`config.mk`:
```
export PLATFORM = sky130hd
export DESIGN_NAME = addsub_accum_ctrl_flat
export DESIGN_NICKNAME = d
export VERILOG_FILES = /design/src/rtl/addsub_accum_ctrl_if.sv /design/src/rtl/addsub_accum_ctrl.sv /design/src/flat_wrapper.sv
export SDC_FILE = /design/constraint.sdc
export NUM_CORES = 1
export LEC_CHECK = 0
export ABC_AREA = 1
export CAP_MARGIN = 20
export CORE_AREA = 2 2 55 57
export DETAILED_ROUTE_END_ITERATION = 10
export DIE_AREA = 0 0 57 59
export DONT_BUFFER_PORTS = 1
export PLACE_DENSITY_LB_ADDON = 0.25
export REMOVE_ABC_BUFFERS = 1
export SLEW_MARGIN = 10
export SYNTH_ARGS = -nofsm -noshare
export SYNTH_HDL_FRONTEND = slang
export SYNTH_SLANG_ARGS = --single-unit
```
`constraint.sdc`:
```
create_clock -name clk -period 1.77 [get_ports clk]
set_clock_uncertainty 0.2 [all_clocks]
set_input_delay 0.2655 -clock clk [delete_from_list [all_inputs] [get_ports clk]]
set_output_delay 0.2655 -clock clk [all_outputs]
set_load 0.05 [all_outputs]
```
`src/rtl/addsub_accum_ctrl_if.sv`:
```
// Request/response channel bundle for the add/sub accumulator controller.
// Handshake rule for both channels: a transfer happens on a rising clk edge
// where valid and ready are both 1; the sender holds its payload stable while
// valid is high and ready is low.
interface addsub_accum_ctrl_if #(
   parameter int WIDTH = 4,
   parameter int CNT_W = 8
);
   logic             in_valid;
   logic             in_ready;
   logic [1:0]       in_op;
   logic [WIDTH-1:0] in_operand;
   logic             out_valid;
   logic             out_ready;
   logic [WIDTH-1:0] out_acc;
   logic             out_carry;
   logic             out_zero;
   logic             out_borrow;
   logic [CNT_W-1:0] out_evt_cnt;

   // Requester / response consumer side
   modport master (
      output in_valid, in_op, in_operand, out_ready,
      input  in_ready, out_valid, out_acc, out_carry, out_zero, out_borrow, out_evt_cnt
   );

   // Controller side
   modport slave (
      input  in_valid, in_op, in_operand, out_ready,
      output in_ready, out_valid, out_acc, out_carry, out_zero, out_borrow, out_evt_cnt
   );
endinterface

```
`src/rtl/addsub_accum_ctrl.sv`:
```
// Sequential controller + accumulator sitting in front of an external
// WIDTH-bit adder_subtractor. One op in flight: IDLE accepts, EXEC lets the
// adder settle on registered inputs and writes back, RESP presents the result.
module addsub_accum_ctrl #(
   parameter int WIDTH = 4,
   parameter int CNT_W = 8
) (
   input  logic             clk,
   input  logic             rst,
   addsub_accum_ctrl_if.slave bus,
   output logic [WIDTH-1:0] addsub_a,
   output logic [WIDTH-1:0] addsub_b,
   output logic             addsub_sub,
   input  logic [WIDTH-1:0] addsub_result,
   input  logic             addsub_carry,
   output logic [1:0]       state_dbg
);

   typedef enum logic [1:0] {
      IDLE = 2'd0,
      EXEC = 2'd1,
      RESP = 2'd2
   } state_t;

   localparam logic [1:0] OP_ADD   = 2'b00;
   localparam logic [1:0] OP_SUB   = 2'b01;
   localparam logic [1:0] OP_LOAD  = 2'b10;
   localparam logic [1:0] OP_CLEAR = 2'b11;

   state_t           state_q, state_d;
   logic [WIDTH-1:0] acc_q, acc_d;
   logic [WIDTH-1:0] operand_q, operand_d;
   logic [1:0]       op_q, op_d;
   logic             carry_q, carry_d;
   logic             borrow_q, borrow_d;
   logic [CNT_W-1:0] cnt_q, cnt_d;
   logic             evt;

   // State and datapath registers; reset abandons any op in flight
   always_ff @(posedge clk or posedge rst) begin
      if (rst) begin
         state_q   <= IDLE;
         acc_q     <= '0;
         operand_q <= '0;
         op_q      <= OP_ADD;
         carry_q   <= 1'b0;
         borrow_q  <= 1'b0;
         cnt_q     <= '0;
      end else begin
         state_q   <= state_d;
         acc_q     <= acc_d;
         operand_q <= operand_d;
         op_q      <= op_d;
         carry_q   <= carry_d;
         borrow_q  <= borrow_d;
         cnt_q     <= cnt_d;
      end
   end

   // Next-state and write-back logic; everything holds unless the state says otherwise
   always_comb begin
      state_d   = state_q;
      acc_d     = acc_q;
      operand_d = operand_q;
      op_d      = op_q;
      carry_d   = carry_q;
      borrow_d  = borrow_q;
      cnt_d     = cnt_q;
      // Overflow on ADD or underflow (no carry out) on SUB
      evt       = ((op_q == OP_ADD) && addsub_carry) || ((op_q == OP_SUB) && !addsub_carry);
      case (state_q)
         IDLE: begin
            if (bus.in_valid) begin
               op_d      = bus.in_op;
               operand_d = bus.in_operand;
               state_d   = EXEC;
            end
         end
         EXEC: begin
            state_d = RESP;
            case (op_q)
               OP_ADD, OP_SUB: begin
                  acc_d    = addsub_result;
                  carry_d  = addsub_carry;
                  borrow_d = (op_q == OP_SUB) && !addsub_carry;
                  if (evt && (cnt_q != {CNT_W{1'b1}})) begin
                     cnt_d = cnt_q + 1'b1;
                  end
               end
               OP_LOAD: begin
                  acc_d    = operand_q;
                  carry_d  = 1'b0;
                  borrow_d = 1'b0;
               end
               default: begin
                  acc_d    = '0;
                  carry_d  = 1'b0;
                  borrow_d = 1'b0;
                  cnt_d    = '0;
               end
            endcase
         end
         RESP: begin
            if (bus.out_ready) begin
               state_d = IDLE;
            end
         end
         default: state_d = IDLE;
      endcase
   end

   assign bus.in_ready    = (state_q == IDLE);
   assign bus.out_valid   = (state_q == RESP);
   assign bus.out_acc     = acc_q;
   assign bus.out_carry   = carry_q;
   assign bus.out_borrow  = borrow_q;
   assign bus.out_zero    = (acc_q == '0);
   assign bus.out_evt_cnt = cnt_q;

   assign addsub_a   = acc_q;
   assign addsub_b   = operand_q;
   assign addsub_sub = (op_q == OP_SUB);
   assign state_dbg  = state_q;

endmodule

```
`src/flat_wrapper.sv`:
```
// flat-port wrapper written by rule: the top's interface ports become plain ports
module addsub_accum_ctrl_flat 
#(
   parameter int WIDTH = 4,
   parameter int CNT_W = 8
)
  (clk, rst, addsub_a, addsub_b, addsub_sub, addsub_result, addsub_carry, state_dbg, bus_in_valid, bus_in_op, bus_in_operand, bus_out_ready, bus_in_ready, bus_out_valid, bus_out_acc, bus_out_carry, bus_out_zero, bus_out_borrow, bus_out_evt_cnt);
  addsub_accum_ctrl_if #(.WIDTH(WIDTH), .CNT_W(CNT_W)) bus_i ();
  input  logic clk;
  input  logic rst;
  output logic [WIDTH-1:0] addsub_a;
  output logic [WIDTH-1:0] addsub_b;
  output logic addsub_sub;
  input  logic [WIDTH-1:0] addsub_result;
  input  logic addsub_carry;
  output logic [1:0] state_dbg;
  input wire logic [$bits(bus_i.in_valid)-1:0] bus_in_valid;
  input wire logic [$bits(bus_i.in_op)-1:0] bus_in_op;
  input wire logic [$bits(bus_i.in_operand)-1:0] bus_in_operand;
  input wire logic [$bits(bus_i.out_ready)-1:0] bus_out_ready;
  output wire logic [$bits(bus_i.in_ready)-1:0] bus_in_ready;
  output wire logic [$bits(bus_i.out_valid)-1:0] bus_out_valid;
  output wire logic [$bits(bus_i.out_acc)-1:0] bus_out_acc;
  output wire logic [$bits(bus_i.out_carry)-1:0] bus_out_carry;
  output wire logic [$bits(bus_i.out_zero)-1:0] bus_out_zero;
  output wire logic [$bits(bus_i.out_borrow)-1:0] bus_out_borrow;
  output wire logic [$bits(bus_i.out_evt_cnt)-1:0] bus_out_evt_cnt;
  assign bus_i.in_valid = bus_in_valid;
  assign bus_i.in_op = bus_in_op;
  assign bus_i.in_operand = bus_in_operand;
  assign bus_i.out_ready = bus_out_ready;
  assign bus_in_ready = bus_i.in_ready;
  assign bus_out_valid = bus_i.out_valid;
  assign bus_out_acc = bus_i.out_acc;
  assign bus_out_carry = bus_i.out_carry;
  assign bus_out_zero = bus_i.out_zero;
  assign bus_out_borrow = bus_i.out_borrow;
  assign bus_out_evt_cnt = bus_i.out_evt_cnt;
  addsub_accum_ctrl #(.WIDTH(WIDTH), .CNT_W(CNT_W)) u_core (.clk(clk), .rst(rst), .bus(bus_i), .addsub_a(addsub_a), .addsub_b(addsub_b), .addsub_sub(addsub_sub), .addsub_result(addsub_result), .addsub_carry(addsub_carry), .state_dbg(state_dbg));
endmodule
```
After elaboration in Yosys (flattened, before gate mapping). Index checks and enable logic that the tools add are counted. W data, S select, Z words.

Flip-flop bits (word level): 22. Input port bits: 15. Output and inout port bits: 28. Word-level logic and storage cells: 37.

Eq/ne operators: 8. Add/sub/neg operators: 1. Bitwise logic cells: 1. Reduce and logical (&&, ||, !) cells: 12. Muxes and demuxes: 8.

Operator list (count): $pmux W8 S2 (1); $add A8 B1 Y8 const B (1); $mux W8 (1); $ne A8 B8 Y1 const B (1); $pmux W4 S2 (1); $pmux W2 S3 (1); $eq A2 B1 Y1 const B (2); $eq A2 B2 Y1 const B (2); $logic_not A2 Y1 (2); $logic_not A4 Y1 (1); $mux W2 (2); $ne A2 B2 Y1 const B (2); $reduce_and A2 Y1 (2); $logic_and A1 B1 Y1 (3); $reduce_and A3 Y1 (1); $mux W1 (2); $ne A2 B1 Y1 const B (1); $reduce_or A2 Y1 (1); $logic_not A1 Y1 (1); $logic_or A1 B1 Y1 (1); $not A1 Y1 (1).

Depth between registers and ports, before layout.
Depth after elaboration: 6. Gate-level depth with buffers: 9. Mapped depth without buffers: 9.

Least setup slack after synthesis. No wires, ideal clock.

Path kind: register to output. Start point: register u_core.acc_q[3] (netlist: u_core.addsub_a[3]). End point: output port bus_out_zero. Required time: 1.304 ns. Buffers on the path: 0. Path slack: -0.873 ns. Arrival time: 2.178 ns. Stages on the path, launching flop included: 2. Cell sequence: dfrtp_1 -> nor4_1.

Word-level cells in the longest chain between the ends: 1.

RTL lines: start: declaration (RTL line addsub_accum_ctrl.sv:31) `logic [WIDTH-1:0] acc_q, acc_d;`; start signal: assignment (RTL line addsub_accum_ctrl.sv:43) `acc_q <= '0;`; start signal: assignment (RTL line addsub_accum_ctrl.sv:51) `acc_q <= acc_d;`; $logic_not A4 Y1 (RTL line addsub_accum_ctrl.sv:117) `assign bus.out_zero = (acc_q == '0);`; end: declaration (RTL line flat_wrapper.sv:25) `output wire logic [$bits(bus_i.out_zero)-1:0] bus_out_zero;`.

No other way between the ends.

Final worst setup path. Same ends and word-level chain as after synthesis.

==> impl_results.md <==
- Cell Count Post-Placement: 198
- Detail-routed via count per cell: 5.09
- X dimension of the die: 57 µm
- Post-layout worst setup margin: 0.0828 ns
- Sequential cell area fraction in the yosys report: 0.456
- Syn. warnings: 0
- Post-CTS Setup Inserts: 0
- Post-place setup slack: 0.195 ns
- Ranking of synthesized cells by area: dfrtp_1 (46%), nand2_1 (16%), a21oi_1 (4.6%), nor2_1 (4.4%), inv_1 (3.4%)
- Top Ports: 43
- Clock share of power: 0.094
- All-layer global routing usage: 0.186
- Maximum root-to-sink buffer count: 2
- Maximum fanout along the worst path: 2
- Ant diodes: 0
- Post-layout nets: 201
- Wire length of the first global-routing pass: 4.82 mm
- Number of cells in the finished layout apart from fillers: 215
- Pwr per Cell Area: 1920 nW/µm²
- Top cell type by total area after synthesis: dfrtp_1
- Clock period minus final worst setup slack: 1.69 ns
- Pin count of the biggest net entering global routing: 23
- Sequential cell fraction of total power: 0.382
- Number of sinks on the clock net: 22
- Max_cap viols: 0
- Area enclosed by the die boundary: 3360 µm²
- Initial antenna violation count: 0
- Count of input and output buffers: 0
- Critical setup path kind: flop to output pin
- Vert. Die Dim: 59 µm
- Total leakage power: 0.782 nW
- Clock tree from TritonCTS: yes
- Worst slew slack as a fraction of its limit: 0.648
- Register bit count reported by yosys: 22
- Period utilisation layout: 0.953
- Area fraction of the dominant cell type after synthesis: 0.456
- Maximum single-stage delay on the critical path: 0.41 ns
- Layout overhead on the synthesized area: 26.6%
- Cell with the biggest individual delay on the critical path: dfrtp_1
- Class of the worst hold path: primary input to flop
- Final hold violation count: 0
- Largest vdd supply drop: 1.45 mV
- Number of levels in the clock H-tree: 1
- Required time of the critical path: 1.30 ns
- Type of element launching the critical path: flop
- Weighted congestion at the end of routability-driven global placement: 0.754
- Number of clock buffers inserted by TritonCTS: 3
- Routed wire length: 2.84 mm
- Area of combinational cells with multiple inputs: 554 µm²
- Final Max Tran Viols: 0
- DRC violations left: 0
- Final HPWL from detailed placement: 2.08 mm
- Share of post-route cells with drive strength above 1: 0.234
- Root Buffer Master: clkbuf_4
- Number of cells produced by synthesis: 154
- Distinct cell type count after synthesis: 25
- Avg WL per Cell: 13.2 µm
- Initial standard-cell utilization of the core: 0.446
- Final total power: 2.93 mW
- Mean area per synthesized cell: 7.84 µm²
- Cells along the critical path: nor4_2, buf_4
- Global route overflow: 0
- Core area: 2710 µm²
- Area occupied by registers: 552 µm²
- Detailed-routing iteration count for the pre-antenna-repair pass: 4
- Maximum clock frequency: 0.593 GHz
- Share of total power in combinational logic: 0.524
- Run status: finished, final reports clean
- Cell Rows: 19
- Count of nets left with antenna violations after detail routing: 0
- Transition time at the pin with the least slew margin: 0.528 ns
- Switching Fraction: 0.586
- Number of filler instances in the final layout: 260
- Clock insertion delay at the later pin of the skew report: 0.30 ns
- Switching Power: 1.72 mW
- RSZ-0062 raised after global routing: false
- Via count of the first global-routing pass: 1137
- Mapped cell area: 1210 µm²
- Via count: 1095
- Capturing element type of the critical path: output pin
- Worst-path clk slew: 0.12 ns
- Setup violations, final: 0
- Crit path DAT: 1.22 ns
- P_int: 1.21 mW
- Iteration-0 DRC count of the detailed router: 38
-- routing by layer --
layer | track usage | routed length, µm
met1 | 0.217 | 1150
met3 | 0.0371 | 157
met5 | 0 | 0
met4 | 0.0532 | 26
met2 | 0.345 | 1500
-- path summary, 6_finish.rpt --
kind,start,to,slack (ns),cells past startpoint
setup reg to reg,u_core.bus.out_evt_cnt[1],u_core.bus.out_evt_cnt[7],0.24,8
hold reg to reg,u_core.bus.out_evt_cnt[3],u_core.bus.out_evt_cnt[3],0.37,2
setup / recovery,u_core.addsub_a[3],bus_out_zero,0.08,2
hold / removal,bus_in_valid,u_core.addsub_b[3],0.03,3
max in group asynchronous,rst,u_core.op_q[1],0.90,3
min in group asynchronous,rst,u_core.state_dbg[1],0.23,3
-- logic make-up (layout without fill, tap and decap cells) --
family,after synthesis,after routing,synth area share
buf+inv,22,52,0.0902
flops,22,22,0.456
simple gates,91,91,0.364
compound gates,18,18,0.0798
fa+ha+maj,1,1,0.0104
-- cell type report --
cell class | instances | area share
timing repair buffer | 32 | 0.187
clock buffer | 4 | 0.0237
tap | 31 | 0.0254
inverter | 16 | 0.0409
multi-input combinational | 110 | 0.363
sequential | 22 | 0.361
-- Yosys cell counts, drive strengths merged --
master,number
nor2,18
ha,1
nor3,1
a21oi,12
o21ai,5
dfrtp,22
buf,6
nor4,1
inv,16
nand2,59
nand3,10
nand3b,2
o31ai,1
-- repair_timing --
item / 4_1_cts / 5_1_grt
endpoints found under the setup margin: 0 / 1
hold buffers: 13 / 0
gates resized for setup: 0 / 1
endpoints found under the hold margin: 35 / 0
-- through the flow --
step	TNS, ns	utilization	hold slack (ns)	cell area, µm²
after floorplan	-2.34	-	0.0547	1160
after global placement	0	0.502	0.0128	1360
after detailed placement	0	0.502	0.0262	1360
after CTS	0	0.564	0.0173	1530
after global routing	0	0.564	0.0431	1530
final	0	0.564	0.0345	1530
-- layout by cell type, fill, tap and decap left out, types with 2 or more instances in the layout --
cell type	synthesis	routed
nand3b_1	2	2
a21oi_1	11	11
o21ai_0	3	3
nand3_2	2	2
o21ai_1	2	2
nor2_4	2	2
nand2_4	3	3
buf_4	4	18
inv_1	11	11
nor2_1	14	14
nand3_1	8	8
clkbuf_4	0	3
inv_2	4	4
dfrtp_1	22	21
nand2_1	53	53
nand2_2	3	3
dlygate4sd3_1	0	13
-- power groups by stage --
stage               registers [mW]  logic (mW)  clock network, mW
finish                        1.12        1.54              0.274
global placement              1.12        1.49                  0
global route                  1.14        1.66              0.314
floorplan                     1.57       0.647                  0
detailed placement            1.13        1.52                  0
CTS                           1.12        1.54              0.288
-- sequential cells by signal, indices dropped and copies added (netlist names) --
register and count:
u_core.addsub_b 4, u_core.addsub_a 4, u_core.bus.out_borrow 1, u_core.op_q 2
u_core.state_dbg 2, u_core.bus.out_carry 1, u_core.bus.out_evt_cnt 8
-- worst max-delay path: cells and delay by family, from the launching register on --
kind	cells	cell delay (ns)
simple gates	1	0.27
flops	1	0.41
buf+inv	1	0.24
Power figures use the tool's default switching activity.
